<file path="src/rtl/mem_write_pkg.sv">
// Shared types for the AXI write master: request record, AXI write channel bundles and FSM states.
package mem_write_pkg;

    localparam int unsigned LINE_BYTE_OFFSET = 6;
    localparam int unsigned LINE_WORDS       = 2 ** (LINE_BYTE_OFFSET - 2);
    localparam int unsigned BEAT_W           = LINE_BYTE_OFFSET - 2;
    localparam int unsigned TAG_W            = 32 - LINE_BYTE_OFFSET;

    localparam logic [1:0] BURST_FIXED = 2'b00;
    localparam logic [1:0] BURST_INCR  = 2'b01;

    typedef struct packed {
        logic [31:0]                  startaddr;
        logic [3:0]                   len;
        logic [2:0]                   size;
        logic [3:0]                   strb;
        logic [LINE_WORDS-1:0][31:0]  data;
    } mem_write_req;

    typedef struct packed {
        logic [3:0]  awid;
        logic [31:0] awaddr;
        logic [7:0]  awlen;
        logic [2:0]  awsize;
        logic [1:0]  awburst;
        logic        awlock;
        logic [3:0]  awcache;
        logic [2:0]  awprot;
        logic        awvalid;
        logic [31:0] wdata;
        logic [3:0]  wstrb;
        logic        wlast;
        logic        wvalid;
        logic        bready;
    } axi_w_req;

    typedef struct packed {
        logic        awready;
        logic        wready;
        logic        bvalid;
        logic [1:0]  bresp;
        logic [3:0]  bid;
    } axi_w_resp;

    typedef enum logic [1:0] {IDLE, ADDR, DATA, RESP} mem_write_state_t;

endpackage

</file>
<file path="src/rtl/mem_write_req_fifo.sv">
// Request queue for mem_write: FIFO storage plus per-entry valid bits and line tags so queued
// and in-flight writes can be probed by the read path.
module mem_write_req_fifo
    import mem_write_pkg::*;
#(
    parameter int unsigned DEPTH = 4
) (
    input  logic         i_clk,
    input  logic         i_rst_n,
    input  logic         i_push,
    input  mem_write_req i_data,
    input  logic         i_pop,
    input  logic [31:0]  i_probe_addr,
    output mem_write_req o_head,
    output logic         o_full,
    output logic         o_empty,
    output logic         o_probe_hit
);

    localparam int unsigned PTR_W = $clog2(DEPTH);
    localparam int unsigned CNT_W = PTR_W + 1;

    mem_write_req               mem_q [DEPTH];
    logic [PTR_W-1:0]           wr_ptr_q, rd_ptr_q;
    logic [CNT_W-1:0]           count_q;
    logic [DEPTH-1:0]           valid_q;
    logic [DEPTH-1:0][TAG_W-1:0] tag_q;
    logic                       do_push, do_pop;

    assign o_full  = (count_q == CNT_W'(DEPTH));
    assign o_empty = (count_q == '0);
    // Full is registered, so a push while full is dropped even if the head retires this cycle.
    assign do_push = i_push && !o_full;
    assign do_pop  = i_pop && !o_empty;
    assign o_head  = mem_q[rd_ptr_q];

    always_ff @(posedge i_clk or negedge i_rst_n) begin
        if (!i_rst_n) begin
            wr_ptr_q <= '0;
            rd_ptr_q <= '0;
            count_q  <= '0;
            valid_q  <= '0;
            tag_q    <= '0;
        end else begin
            if (do_push) begin
                wr_ptr_q          <= wr_ptr_q + 1'b1;
                valid_q[wr_ptr_q] <= 1'b1;
                tag_q[wr_ptr_q]   <= i_data.startaddr[31:LINE_BYTE_OFFSET];
            end
            if (do_pop) begin
                rd_ptr_q          <= rd_ptr_q + 1'b1;
                valid_q[rd_ptr_q] <= 1'b0;
            end
            case ({do_push, do_pop})
                2'b10:   count_q <= count_q + 1'b1;
                2'b01:   count_q <= count_q - 1'b1;
                default: count_q <= count_q;
            endcase
        end
    end

    always_ff @(posedge i_clk) begin
        if (do_push) begin
            mem_q[wr_ptr_q] <= i_data;
        end
    end

    always_comb begin
        o_probe_hit = 1'b0;
        for (int i = 0; i < DEPTH; i++) begin
            if (valid_q[i] && (tag_q[i] == i_probe_addr[31:LINE_BYTE_OFFSET])) begin
                o_probe_hit = 1'b1;
            end
        end
    end

endmodule

</file>
<file path="src/rtl/mem_write.sv">
// AXI write master: queues line writebacks and single stores, issues one AW/W/B transaction
// at a time in order, and flags the active line to the read path.
module mem_write
    import mem_write_pkg::*;
#(
    parameter int unsigned DEPTH  = 4,
    parameter logic [3:0]  AXI_ID = 4'h0
) (
    input  logic         i_clk,
    input  logic         i_rst_n,
    input  mem_write_req i_req,
    input  logic         i_we,
    input  logic [31:0]  i_probe_addr,
    output logic         o_probe_hit,
    output logic         o_full,
    output logic         o_empty,
    output logic         o_write_process,
    output logic [31:0]  o_write_address,
    output logic         o_done,
    output logic         o_bus_error,
    output axi_w_req     axi_bus_req,
    input  axi_w_resp    axi_bus_resp
);

    mem_write_state_t  state_q, state_d;
    logic [BEAT_W-1:0] beat_q, beat_d;
    mem_write_req      head;
    logic              fifo_empty;
    logic              fifo_pop;

    mem_write_req_fifo #(
        .DEPTH (DEPTH)
    ) u_fifo (
        .i_clk        (i_clk),
        .i_rst_n      (i_rst_n),
        .i_push       (i_we),
        .i_data       (i_req),
        .i_pop        (fifo_pop),
        .i_probe_addr (i_probe_addr),
        .o_head       (head),
        .o_full       (o_full),
        .o_empty      (fifo_empty),
        .o_probe_hit  (o_probe_hit)
    );

    always_ff @(posedge i_clk or negedge i_rst_n) begin
        if (!i_rst_n) begin
            state_q <= IDLE;
            beat_q  <= '0;
        end else begin
            state_q <= state_d;
            beat_q  <= beat_d;
        end
    end

    always_comb begin
        state_d          = state_q;
        beat_d           = beat_q;
        fifo_pop         = 1'b0;
        o_done           = 1'b0;
        o_bus_error      = 1'b0;
        axi_bus_req      = '0;
        axi_bus_req.awid = AXI_ID;
        unique case (state_q)
            IDLE: begin
                if (!fifo_empty) state_d = ADDR;
            end
            ADDR: begin
                axi_bus_req.awvalid = 1'b1;
                axi_bus_req.awaddr  = head.startaddr;
                axi_bus_req.awlen   = {4'b0, head.len};
                axi_bus_req.awsize  = head.size;
                axi_bus_req.awburst = (head.len == '0) ? BURST_FIXED : BURST_INCR;
                if (axi_bus_resp.awready) begin
                    state_d = DATA;
                    beat_d  = '0;
                end
            end
            DATA: begin
                axi_bus_req.wvalid = 1'b1;
                axi_bus_req.wdata  = head.data[beat_q];
                axi_bus_req.wstrb  = (head.len == '0) ? head.strb : 4'hF;
                axi_bus_req.wlast  = (beat_q == head.len);
                if (axi_bus_resp.wready) begin
                    if (axi_bus_req.wlast) state_d = RESP;
                    else                   beat_d  = beat_q + 1'b1;
                end
            end
            RESP: begin
                axi_bus_req.bready = 1'b1;
                // Errored writes are still retired; the requester sees o_bus_error.
                if (axi_bus_resp.bvalid) begin
                    fifo_pop    = 1'b1;
                    o_done      = 1'b1;
                    o_bus_error = (axi_bus_resp.bresp != 2'b00);
                    state_d     = IDLE;
                end
            end
            default: state_d = IDLE;
        endcase
    end

    assign o_empty         = fifo_empty && (state_q == IDLE);
    assign o_write_process = (state_q != IDLE);
    assign o_write_address = o_write_process ? head.startaddr : 32'h0;

endmodule

</file>
<file path="config.mk">
export PLATFORM = sky130hd
export DESIGN_NAME = mem_write
export DESIGN_NICKNAME = d
export VERILOG_FILES = /design/src/rtl/mem_write_pkg.sv /design/src/rtl/mem_write_req_fifo.sv /design/src/rtl/mem_write.sv
export SDC_FILE = /design/constraint.sdc
export NUM_CORES = 2
export LEC_CHECK = 0
export ABC_AREA = 0
export BUFFER_PORTS_ARGS = -buffer_cell sky130_fd_sc_hd__buf_4
export CAP_MARGIN = 20
export CORE_MARGIN = 2
export CORE_UTILIZATION = 62
export DETAILED_ROUTE_END_ITERATION = 8
export PLACE_DENSITY = 0.82
export SLEW_MARGIN = 5
export SYNTH_ARGS = -nofsm -noshare
export SYNTH_HDL_FRONTEND = slang
export SYNTH_SLANG_ARGS = --single-unit
</file>
<file path="constraint.sdc">
create_clock -name i_clk -period 16.6 [get_ports i_clk]
set_input_delay 1.66 -clock i_clk [delete_from_list [all_inputs] [get_ports i_clk]]
set_output_delay 1.66 -clock i_clk [all_outputs]
set_load 0.1 [all_outputs]
</file>
==> run summary <==
The run finished with clean final reports. In this run, CTS created clock tree buffers numbering 219. The required time of the critical path is 14.94 ns. In this run, synthesis inferred 2220 flip-flops with an integrated enable. The normalized max-slew margin came out at 0.244. The net switching component of the power came out at 7.02 mW. After clock tree synthesis, the repair step resized 0 gates. The final critical delay including setup and external delays is 8.09 ns. In this run the static leakage power is 36.0 nW.

The peak clock frequency supported by timing came out at 124 MHz. The number of rows created at floorplan is 140. The arrival time of data at the critical path endpoint is 6.43 ns. The number of global-route vias before repair is 48200. The final hold violation count came out at 0. The length of the first detailed-routing pass in iterations is 5.

The placeable core region came out at 146000 um^2. The area enclosed by the die boundary came out at 151000 um^2. The mux cell area share after synthesis is 0.164. The cell at the root of the clock tree is sky130_fd_sc_hd__clkbuf_16.

The average size of a mapped cell is 21.8 um^2. The worst register-to-register path ends at u_fifo.mem_q[0][489]$_DFFE_PP_. The clock group share of total power is 0.252. The detailed router's first-iteration violation count came out at 5802. The number of hold buffers added after CTS came out at 0.

Counting stages on the worst path, the most repeated cell is sky130_fd_sc_hd__buf_4. The minimum setup slack among reg-to-reg paths is 11.39 ns. The power per cell area came out at 189 nW/um^2. The ratio of routed vias to standard cells came out at 6.67. In this run the most critical hold path is launched from u_fifo.count_q[0]$_DFFE_PN0P_. The critical path class is reg2out.

In the final routed layout, each cell accounts on average for 35.0 um. The number of placed instances, taps included came out at 6670. The total setup buffers inserted after CTS came out at 0. For this run, the slowest stage of the critical path takes 0.94 ns. The height of the die came out at 388 um. Setup repair after global routing left no endpoint under its margin.

Buffers placed on the I/O ports in this run total 706. Of the post-synthesis cell area, the dominant cell type holds 0.729. The total number of H-tree levels came out at 4. The number of warnings printed during yosys synthesis came out at 0. The share of the clock period used by the worst path after layout came out at 0.488. The initial antenna violation count came out at 116. Summed over all layers, the global routing overflow is 0. After layout, the design draws a total of 20.0 mW.

The slew at the pin closest to its max-slew limit is 1.13 ns. The cell-internal power came out at 13.0 mW. After synthesis, the cell types taking the most area are sky130_fd_sc_hd__edfxtp_1 73%, sky130_fd_sc_hd__mux4_2 12%, sky130_fd_sc_hd__dfrtp_1 3.3%.

The mapped netlist covers 91400 um^2. The last weighted congestion value of the routability-driven placer is 0.863. After synthesis, the share of flip-flops with an asynchronous set or reset is 0.0517. The peak fanout along the critical path came out at 92. The synthesized-area fraction occupied by ao, oa, aoi and oai cells is 0.0214. The number of inserted filler cells in the final layout came out at 8026.

Of the total synthesized cell area, the portion taken by AND, OR, NAND and NOR gates is 0.0208. The number of cells on the worst reg-to-reg path is 7. The cell count after synthesis came out at 4197. The largest individual stage delay along the critical path comes from the cell sky130_fd_sc_hd__buf_4.

After synthesis, the most frequently instantiated cells are 2220 x sky130_fd_sc_hd__edfxtp_1, 492 x sky130_fd_sc_hd__mux4_2, 171 x sky130_fd_sc_hd__mux2i_1. STA classifies the critical path startpoint as a flop. The fraction of layout cells with a size suffix above 1 came out at 0.338. The global-route wire length before repair is 347000 um. The setup-violating endpoint count in the final report is 0. The starting density of the core is 0.626.

The total negative setup slack is 0 ns. Clock skew on the completed layout was measured at 0.0769 ns. The sequential fraction of the synthesis area came out at 0.763.

The synthesized design spends more area on one cell type than any other, namely sky130_fd_sc_hd__edfxtp_1. The total number of clock tree sinks came out at 2341. The I/O pin count came out at 734. Clock latency on the worst-skew pair, taken at its later pin, is 0.89 ns.

Of the total power, the share spent switching nets is 0.351. The worst supply voltage drop on vdd is 0.201 mV. The class of the tightest hold or removal check is reg2reg. The area share of xor/xnor cells in the synthesized design came out at 0.0110.

The category of the worst setup path capture point is an output pin. For hold timing, the worst endpoint is u_fifo.count_q[0]$_DFFE_PN0P_. The final-report max-slew violation count came to 0. The layout overhead on the synthesized area is 15.9%. The number of nets in the layout came out at 5588. After detailed routing, the number of remaining DRC violations is 0. The total global routing track utilization came out at 0.329. The die span in x is 388 um. The smallest setup slack after layout is 8.51 ns. The worst slack at placement came out at 9.39 ns. The share of total power dissipated in sequential elements is 0.413.

Entering global routing, the biggest net connects 162 pins. Across the run, the number of max-cap violations was 0. The arithmetic-cell share of the synthesized area counting full adders, half adders and majority gates is 0.00214. Counting flops and latches in the post-synthesis netlist gives 2341. The CTS tree is built. The most used flip-flop cell after synthesis is sky130_fd_sc_hd__edfxtp_1. The number of antenna-violating nets in the routed design came out at 0. The number of distinct library cells after synthesis is 72.

The number of non-filler instances in the completed layout came out at 7162. Traced cell by cell, the critical path runs through buf_12, buf_4, buf_4, mux4_1, mux4_2, nand2_1, a31oi_1, buf_4. Clock-pin slew was measured on the worst setup and hold paths at 0.06 ns.

By area, the combinational part of the netlist is dominated by multiplexers. The number of stages on the worst hold path is 1. The number of vias in the routed layout came out at 47800.

The startpoint identified for the worst register-to-register timing path is u_fifo.count_q[0]$_DFFE_PN0P_. The HPWL after detailed placement is 151000 um. The total wirelength of the detailed-routed design came out at 251000 um. The share of total power in combinational logic is 0.335. The most numerous cell in the Yosys netlist is sky130_fd_sc_hd__edfxtp_1. The longest clock path from root to sink contains 3 buffers.
==> metrics by stage <==
step                      instance area (um^2)  utilization  hold WS (ns)
final                                   106000        0.725         0.501
after global routing                    106000        0.725         0.533
after CTS                               106000        0.723         0.503
after floorplan                          91500            -         0.457
after global placement                   98400        0.673         0.483
after detailed placement                 98400        0.673         0.495
==> how the worst max path moves through the flow <==
stage / startpoint / endpoint / slack (ns) / depth (start not counted)
after global routing: u_fifo.rd_ptr_q[0]$_DFFE_PN0N_ / axi_bus_req[15] / 8.04 / 8
after detailed placement: u_fifo.rd_ptr_q[0]$_DFFE_PN0N_ / axi_bus_req[15] / 9.39 / 8
final: u_fifo.rd_ptr_q[0]$_DFFE_PN0N_ / axi_bus_req[15] / 8.51 / 8
after floorplan: i_we / u_fifo.tag_q[18]$_DFFE_PN0P_ / 6.70 / 6
after global placement: u_fifo.rd_ptr_q[0]$_DFFE_PN0N_ / axi_bus_req[15] / 9.33 / 8
after CTS: u_fifo.rd_ptr_q[0]$_DFFE_PN0N_ / axi_bus_req[15] / 8.37 / 8
==> critical path, delay by kind of cell (launching register included) <==
family / cells / cell delay (ns)
muxes: 2 / 1.24
buffers and inverters: 4 / 2.70
and+or+nand+nor: 1 / 0.36
DFF: 1 / 0.87
AOI/OAI and AO/OA: 1 / 0.17
==> routing by layer <==
layer	global-route usage	part of all wire	up-vias
li1	-	-	19100
met1	0.424	0.34	24900
met2	0.526	0.50	3138
met3	0.0864	0.11	580
met4	0.168	0.053	64
met5	0	0.0016	-
==> power groups by stage <==
stage,Combinational [mW],Clock (mW),Sequential (mW)
5_1_grt,6.98,5.30,8.34
3_5_place_dp,6.65,0,8.32
3_3_place_gp,6.56,0,8.22
6_report,6.71,5.05,8.27
2_1_floorplan,4.83,0,8.49
4_1_cts,6.73,5.07,8.25
==> layout make-up <==
cell class	count	area, um^2	area share
diodes	88	220	0.00208
clock buffers	267	5720	0.0540
clock inverters	137	1580	0.0149
inverters	21	88.8	0.000839
multi-input cells	1610	20200	0.190
flip-flops and latches	2341	69700	0.658
well taps	1917	2400	0.0226
repair buffers	781	6010	0.0568
==> cells by family after synthesis <==
kind of cell    count (synthesis)
mux                           815
other cells                     1
fa+ha+maj                      15
xor+xnor                      113
buf+inv                       262
compound gates                275
simple gates                  375
flops                        2341
==> state kept, by name, summed over array words and instances (netlist names) <==
signal / cells
u_fifo.valid_q: 4
u_fifo.count_q: 3
state_q: 2
u_fifo.wr_ptr_q: 2
beat_q: 4
u_fifo.mem_q: 2220
u_fifo.rd_ptr_q: 2
u_fifo.tag_q: 104
==> layout by cell type, fill, tap and decap left out, types with 11 or more instances in the layout <==
cell type / n
sky130_fd_sc_hd__edfxtp_1: 2220
sky130_fd_sc_hd__buf_4: 767
sky130_fd_sc_hd__mux4_2: 492
sky130_fd_sc_hd__clkbuf_16: 219
sky130_fd_sc_hd__mux2i_1: 171
sky130_fd_sc_hd__mux2_2: 118
sky130_fd_sc_hd__dfrtp_1: 115
sky130_fd_sc_hd__nand2_1: 95
sky130_fd_sc_hd__diode_2: 88
sky130_fd_sc_hd__and2_1: 77
sky130_fd_sc_hd__xnor2_1: 65
sky130_fd_sc_hd__nor2_1: 51
sky130_fd_sc_hd__clkinv_1: 50
sky130_fd_sc_hd__o22ai_1: 47
sky130_fd_sc_hd__a22oi_1: 46
sky130_fd_sc_hd__xor2_1: 46
sky130_fd_sc_hd__clkbuf_1: 42
sky130_fd_sc_hd__nor3_1: 38
sky130_fd_sc_hd__a21oi_1: 37
sky130_fd_sc_hd__o21ai_0: 37
sky130_fd_sc_hd__mux4_1: 33
sky130_fd_sc_hd__nand3_1: 31
sky130_fd_sc_hd__clkinv_2: 31
sky130_fd_sc_hd__nand4_1: 23
sky130_fd_sc_hd__bufinv_16: 22
sky130_fd_sc_hd__a221oi_1: 18
sky130_fd_sc_hd__conb_1: 17
sky130_fd_sc_hd__nor4_1: 15
sky130_fd_sc_hd__inv_1: 14
sky130_fd_sc_hd__o221ai_1: 14
sky130_fd_sc_hd__ha_1: 13
sky130_fd_sc_hd__clkinv_16: 13
sky130_fd_sc_hd__clkinvlp_4: 13
sky130_fd_sc_hd__a31oi_1: 12
sky130_fd_sc_hd__buf_12: 12
sky130_fd_sc_hd__and3_1: 11
Note: power is estimated with default switching activity, not from simulation.
